## config.mk

```make
export PLATFORM = sky130hd
export DESIGN_NAME = imem_boot_loader
export DESIGN_NICKNAME = d
export VERILOG_FILES = /design/src/rtl/imem_boot_loader.sv
export SDC_FILE = /design/constraint.sdc
export NUM_CORES = 1
export LEC_CHECK = 0
export ABC_AREA = 1
export BUFFER_PORTS_ARGS = -buffer_cell sky130_fd_sc_hd__buf_4
export CORE_MARGIN = 5
export CORE_UTILIZATION = 45
export CTS_CLUSTER_DIAMETER = 40
export CTS_CLUSTER_SIZE = 12
export DETAILED_ROUTE_END_ITERATION = 7
export HOLD_SLACK_MARGIN = 0.12
export PLACE_DENSITY = 0.73
export SYNTH_ARGS = -nofsm -noshare
export SYNTH_HDL_FRONTEND = slang
export SYNTH_SLANG_ARGS = --single-unit
```

## constraint.sdc

```tcl
create_clock -name clk -period 4.03 [get_ports clk]
set_input_delay 0.6045 -clock clk [delete_from_list [all_inputs] [get_ports clk]]
set_output_delay 0.6045 -clock clk [all_outputs]
set_load 0.01 [all_outputs]
```

## src/rtl/imem_boot_loader.sv

```systemverilog
// Boot loader: assembles a length-prefixed little-endian byte stream into 32-bit
// words, writes them to instruction memory and holds the core in reset until done.
module imem_boot_loader #(
  parameter int unsigned IMEM_WORDS = 256,
  parameter int unsigned ADDR_W     = 64
) (
  input  logic              clk,
  input  logic              rst,
  input  logic [7:0]        byte_data,
  input  logic              byte_valid,
  output logic              byte_ready,
  input  logic              reload,
  output logic              imem_we,
  output logic [ADDR_W-1:0] imem_addr,
  output logic [31:0]       imem_wdata,
  output logic              core_rst,
  output logic              load_done,
  output logic              load_err,
  output logic [31:0]       words_loaded
);

  // FLUSH covers the cycle the final word is on the bus, so the core is still in reset.
  typedef enum logic [2:0] {
    ST_LEN,
    ST_DATA,
    ST_FLUSH,
    ST_DONE,
    ST_ERR
  } state_t;

  state_t      state;
  state_t      state_next;
  logic [1:0]  byte_cnt;
  logic [23:0] asm_buf;
  logic [31:0] word_idx;
  logic [31:0] len;

  logic        xfer;
  logic        word_complete;
  logic        last_word;
  logic        restart;
  logic [31:0] word_next;

  assign xfer          = byte_valid & byte_ready;
  assign word_complete = xfer & (byte_cnt == 2'd3);
  assign word_next     = {byte_data, asm_buf};
  assign last_word     = (word_idx + 32'd1) == len;
  assign restart       = reload & ((state == ST_DONE) | (state == ST_ERR));
  assign words_loaded  = word_idx;

  always_ff @(posedge clk) begin
    if (rst) begin
      state <= ST_LEN;
    end else begin
      state <= state_next;
    end
  end

  always_comb begin
    state_next = state;
    case (state)
      ST_LEN: begin
        if (word_complete) begin
          if (word_next == 32'd0) begin
            state_next = ST_DONE;
          end else if (word_next > IMEM_WORDS) begin
            state_next = ST_ERR;
          end else begin
            state_next = ST_DATA;
          end
        end
      end
      ST_DATA: begin
        if (word_complete && last_word) begin
          state_next = ST_FLUSH;
        end
      end
      ST_FLUSH: state_next = ST_DONE;
      ST_DONE:  if (reload) state_next = ST_LEN;
      ST_ERR:   if (reload) state_next = ST_LEN;
      default:  state_next = ST_LEN;
    endcase
  end

  always_comb begin
    byte_ready = (state == ST_LEN) | (state == ST_DATA);
    core_rst   = (state != ST_DONE);
    load_done  = (state == ST_DONE);
    load_err   = (state == ST_ERR);
  end

  // Byte assembly, length capture and the registered memory write port.
  always_ff @(posedge clk) begin
    if (rst) begin
      byte_cnt   <= 2'd0;
      asm_buf    <= 24'd0;
      word_idx   <= 32'd0;
      len        <= 32'd0;
      imem_we    <= 1'b0;
      imem_addr  <= '0;
      imem_wdata <= 32'd0;
    end else begin
      imem_we <= 1'b0;
      if (xfer) begin
        byte_cnt <= byte_cnt + 2'd1;
        case (byte_cnt)
          2'd0:    asm_buf[7:0]   <= byte_data;
          2'd1:    asm_buf[15:8]  <= byte_data;
          2'd2:    asm_buf[23:16] <= byte_data;
          default: asm_buf        <= asm_buf;
        endcase
        if (byte_cnt == 2'd3) begin
          if (state == ST_LEN) begin
            len      <= word_next;
            word_idx <= 32'd0;
          end else begin
            imem_we    <= 1'b1;
            imem_addr  <= ADDR_W'({word_idx, 2'b00});
            imem_wdata <= word_next;
            word_idx   <= word_idx + 32'd1;
          end
        end
      end
      if (restart) begin
        byte_cnt <= 2'd0;
        word_idx <= 32'd0;
        len      <= 32'd0;
      end
    end
  end

endmodule

```

Yosys cells after proc, flatten, opt, wreduce, memory -nomap -nowiden
Index checks and enable logic that the tools add are counted.
Word-level totals
  register bits: 158
  bits of input ports: 12
Operators by class
  add/subtract/negate cells: 2
  magnitude comparators: 1
  eq/ne operators: 12
  multiplexer cells: 8
  bitwise operators: 8
  reduce and logical (&&, ||, !) cells: 14
Operator list (number)
  32-bit by 1-bit adder with 32-bit output (second input constant): 1
  32-bit equality test: 1
  32-bit by 9-bit > comparator with 1-bit output (second input constant): 1
  32-bit zero test: 1
  32-bit two-way mux: 1
  3-bit two-way mux: 5
  3-bit case mux with 4 select lines: 1
  3-bit AND reduction: 3
  2-bit AND reduction: 4
  3-bit by 2-bit equality test with 1-bit output (second input constant): 2
  2-bit equality test (second input constant): 2
  2-bit inequality test (second input constant): 2
  2-bit OR reduction: 2
  1-bit bitwise AND: 3
  3-bit by 1-bit equality test with 1-bit output (second input constant): 1
  3-bit equality test (second input constant): 1
  3-bit zero test: 1
  3-bit by 2-bit inequality test with 1-bit output (second input constant): 1
  1-bit inverter: 3
  3-bit OR reduction: 1
  2-bit by 1-bit adder with 2-bit output (second input constant): 1
  2-bit by 1-bit equality test with 1-bit output (second input constant): 1
  2-bit zero test: 1
  2-bit by 1-bit inequality test with 1-bit output (second input constant): 1
  other kinds (3): 4

Depth between registers and ports, before layout
  depth in word-level cells: 7
  gate-level depth with buffers: 18

Worst setup path before layout
No wires, ideal clock.
  path type: flip-flop to flip-flop
  start point: register word_idx[0] (netlist: words_loaded[0])
  end point: register state[1]
  data arrival time: 2.025 ns
  required time: 3.915 ns
  slack: 1.890 ns
  stages on the path, launching flop included: 19
  path buffers: 0
  path through: dfxtp_1 -> ha_1 -> nand2_2 -> nor2_8 -> nand2_4 -> nor2_8 -> nand2_1 -> nand2_2 -> nand2_1 -> nand2_1 -> nand2_1 -> nor2_1 -> nand2_1 -> nor2_1 -> nand3_1 -> nand2_2 -> nand3_1 -> nand2_1 -> nor2_1
Between the ends
  word-level cells in the longest chain between the ends: 5
Ends and longest elaborated chain
  start: declaration: RTL line 35  | logic [31:0] word_idx;
  start signal: assignment: RTL line 120  | word_idx <= word_idx + 32'd1;
  32-bit by 1-bit adder with 32-bit output: RTL line 47  | assign last_word = (word_idx + 32'd1) == len;
  32-bit equality test: RTL line 47
  1-bit logical AND: RTL line 74  | if (word_complete && last_word) begin
  2-bit inequality test (no source line)
  3-bit AND reduction (no source line)
  end signal: assignment: RTL line 55  | state <= state_next;
  end: declaration: RTL line 31  | state_t state;
Every way passes these cells.
A chain may end at the register's enable or synchronous reset.

Worst setup path after layout
Ends and elaborated chain as after synthesis.

==> impl_metrics.env <==
export IMPL_drv_cap=0
export IMPL_dp_hpwl_um=15900
export IMPL_path_class="flip-flop to flip-flop"
export IMPL_cts_buffers=17
export IMPL_ir_drop_mv=0.319
export IMPL_io_pins=145
export IMPL_cts_setup_buffers=0
export IMPL_grt_pass1_wl_um=36000
export IMPL_setup_violations=0
export IMPL_synth_edf_count=0
export IMPL_avgRoutedWirePerCell_um=15.8
export IMPL_post_cts_resized=0
export IMPL_drcViolationCount=0
export IMPL_routed_via_density=5.18
export IMPL_worstMarginPinSlew_ns=0.858
export IMPL_static_leakage_power_uw=0.00394
export IMPL_reg2reg_from="words_loaded[0]$_SDFFE_PP0P_"
export IMPL_arrival_ns=2.92
export IMPL_worst_setup_path_start_kind="flip-flop"
export IMPL_yosysSeqAreaShare_pct=41.8
export IMPL_max_freq_mhz=384
export IMPL_cts_tree="yes"
export IMPL_fin_crit_sh_pct=64.6
export IMPL_yosysMostFrequentCell="nand2_1"
export IMPL_finalCriticalPeriod_ns=2.60
export IMPL_wirelength_um=22600
export IMPL_regArea_mm2=0.00316
export IMPL_yosysUniqueCellTypes=35
export IMPL_synthTopCellsByCount="261 x nand2_1, 163 x nor2_1, 158 x dfxtp_1"
export IMPL_status="completed"
export IMPL_insertion_delay_ns=0.43
export IMPL_hold_slack_ns=0.449
export IMPL_htree_levels=4
export IMPL_crit_path_start="words_loaded[0]$_SDFFE_PP0P_"
export IMPL_die_area_mm2=0.0195
export IMPL_final_area_mm2=0.00902
export IMPL_max_slew_margin_pct=42.6
export IMPL_regToRegSetupSlack_ns=1.43
export IMPL_setup_tns_ns=0
export IMPL_area_growth_pct=19.1
export IMPL_io_buffers=112
export IMPL_rows=47
export IMPL_reg2regPathDepth=18
export IMPL_crit_path_end_kind="flip-flop"
export IMPL_gp_congestion=0.926
export IMPL_grt_pass1_vias=6755
export IMPL_antenna_found_initial=0
export IMPL_drv_slew=0
export IMPL_synthArstFlopShare_pct=0
export IMPL_multi_input_comb_area_mm2=0.00376
export IMPL_cts_hold_fix_buffers=0
export IMPL_min_from="rst"
export IMPL_rsz0062_at_grt="no"
export IMPL_required_ns=4.35
export IMPL_drt_iter0_markers=753
export IMPL_cts_sinks=158
export IMPL_dpl_cell_area_mm2=0.00845
export IMPL_synth_warning_count=0
export IMPL_cts_reportedPaths_clkPinSlew_ns=0.06
export IMPL_nNetsFinal=1210
export IMPL_avgSynthCellArea_um2=6.86
export IMPL_fillers=1606
export IMPL_finClkSkew_ns=0.00983
export IMPL_synth_cells=1104
export IMPL_reg2reg_to="state[1]$_SDFFE_PP0P_"
export IMPL_drive_gt1_share_pct=14.6
export IMPL_hold_class="input pin to flip-flop"
export IMPL_crit_end="state[1]$_SDFFE_PP0P_"
export IMPL_grt_max_degree=134
export IMPL_cts_buffer_depth=2
export IMPL_die_h_um=140
export IMPL_grt_use_total_pct=22.7
export IMPL_ys_ff_latch=158
export IMPL_die_x_um=140
export IMPL_pwr_density_cell_mw_per_mm2=404
export IMPL_cts_root_buf="clkbuf_16"
export IMPL_core_area_mm2=0.0165
export IMPL_final_hold_violation_count=0
export IMPL_synth_main_ff_cell="dfxtp_1"
export IMPL_n_antenna_cell=0
export IMPL_start_util_pct=45.8
export IMPL_synth_area_leader_cell="dfxtp_1"
export IMPL_syn_area_mm2=0.00758
export IMPL_postRouteAntennaNets=0
export IMPL_netlist_area_leader_share_pct=41.8
export IMPL_synthTopCellsByArea="dfxtp_1 42%, nand2_1 13%, nor2_1 8.1%"
export IMPL_crit_fanout=7
export IMPL_drt_first_pass_iters=5
export IMPL_via_count=7382
export IMPL_grt_ovfl_total=0
## how the worst min path moves through the flow
stage                                to  cells after the start
4_1_cts        asm_buf[10]$_SDFFE_PP0P_                      2
3_5_place_dp        len[8]$_SDFFE_PP0P_                      2
5_1_grt        asm_buf[15]$_SDFFE_PP0P_                      2
3_3_place_gp        len[8]$_SDFFE_PP0P_                      2
6_report        asm_buf[2]$_SDFFE_PP0P_                      2
2_1_floorplan      len[19]$_SDFFE_PP0P_                      2
## kinds of logic after synthesis
group,after synthesis,share of synthesized area [%]
AO/OA/AOI/OAI,221,15.7
buffers and inverters,172,10.3
other,1,0.0495
AND/OR/NAND/NOR,541,30.5
flip-flops,158,41.8
XOR/XNOR,6,0.975
adder cells (fa/ha/maj),5,0.826
## flip-flops by register name (all words and copies together), names as in the netlist
register      count
state             3
words_loaded     32
byte_cnt          2
imem_we           1
imem_wdata       32
imem_addr        32
asm_buf          24
len              32
## area by class of cell
cell class	instances	area share, %
Clock buffer	20	5.06
Clock inverter	12	1.22
Inverter	92	3.83
Multi-Input combinational cell	805	41.7
Sequential cell	158	35.1
Tap cell	220	3.05
Timing Repair Buffer	119	10.0
## layer usage
| layer | share of wire [%] | vias to the layer above | GRT usage (%) |
|---|---|---|---|
| met4 | 2.0 | 0 | 6.94 |
| met5 | 0 | - | 0 |
| li1 | - | 3694 | - |
| met3 | 8.3 | 35 | 5.15 |
| met2 | 43 | 318 | 33.8 |
| met1 | 47 | 3335 | 32.8 |
## critical path, cell delays in order, from the launching register on
cell and delay (ns):
dfxtp_1 0.50, ha_1 0.26, nand2_2 0.13, nor2_8 0.17, nand2_4 0.11, nand2_1 0.10
nand2_1 0.07, nand2_1 0.05, o21ai_0 0.14, nor2_1 0.14, nand2_1 0.07, nor2_1 0.13
nand2_1 0.09, nor2_1 0.09, nand3_1 0.11, nand2_2 0.12, nand3_1 0.07, nand2_1 0.08
nor2_1 0.04
## metrics by stage
stage | worst slack (ns) | std cells | utilization (%) | power (µW)
global route | 1.16 | 1426 | 54.6 | 3790
finish | 1.43 | 1426 | 54.6 | 3640
detailed placement | 1.45 | 1394 | 51.2 | 2120
global placement | 1.42 | 1394 | 51.2 | 2110
floorplan | 1.89 | 1135 | - | 2010
CTS | 1.43 | 1426 | 54.6 | 3660
## report_power, final
part / switching (µW) / internal, µW / leakage [µW]
clock network: 665 / 884 / 0.000269
registers: 52.5 / 1630 / 0.00127
logic: 290 / 126 / 0.00240
total: 1010 / 2640 / 0.00394
## placed cells by master, fill, tap and decap left out, drive strengths merged, types with 2 or more instances in the layout
master,Yosys,routed
nor2,173,173
nand2,268,268
nand4,8,8
o21ai,88,88
clkinv,2,7
a21oi,102,102
nand3,76,76
xnor2,2,2
a211oi,29,29
clkinvlp,0,4
buf,42,119
o21bai,2,2
inv,90,92
xor2,3,3
conb,1,32
ha,5,5
nor3,6,6
clkbuf,38,20
and2,3,3
dfxtp,158,158
nand3b,5,5
Power figures use the tool's default switching activity.
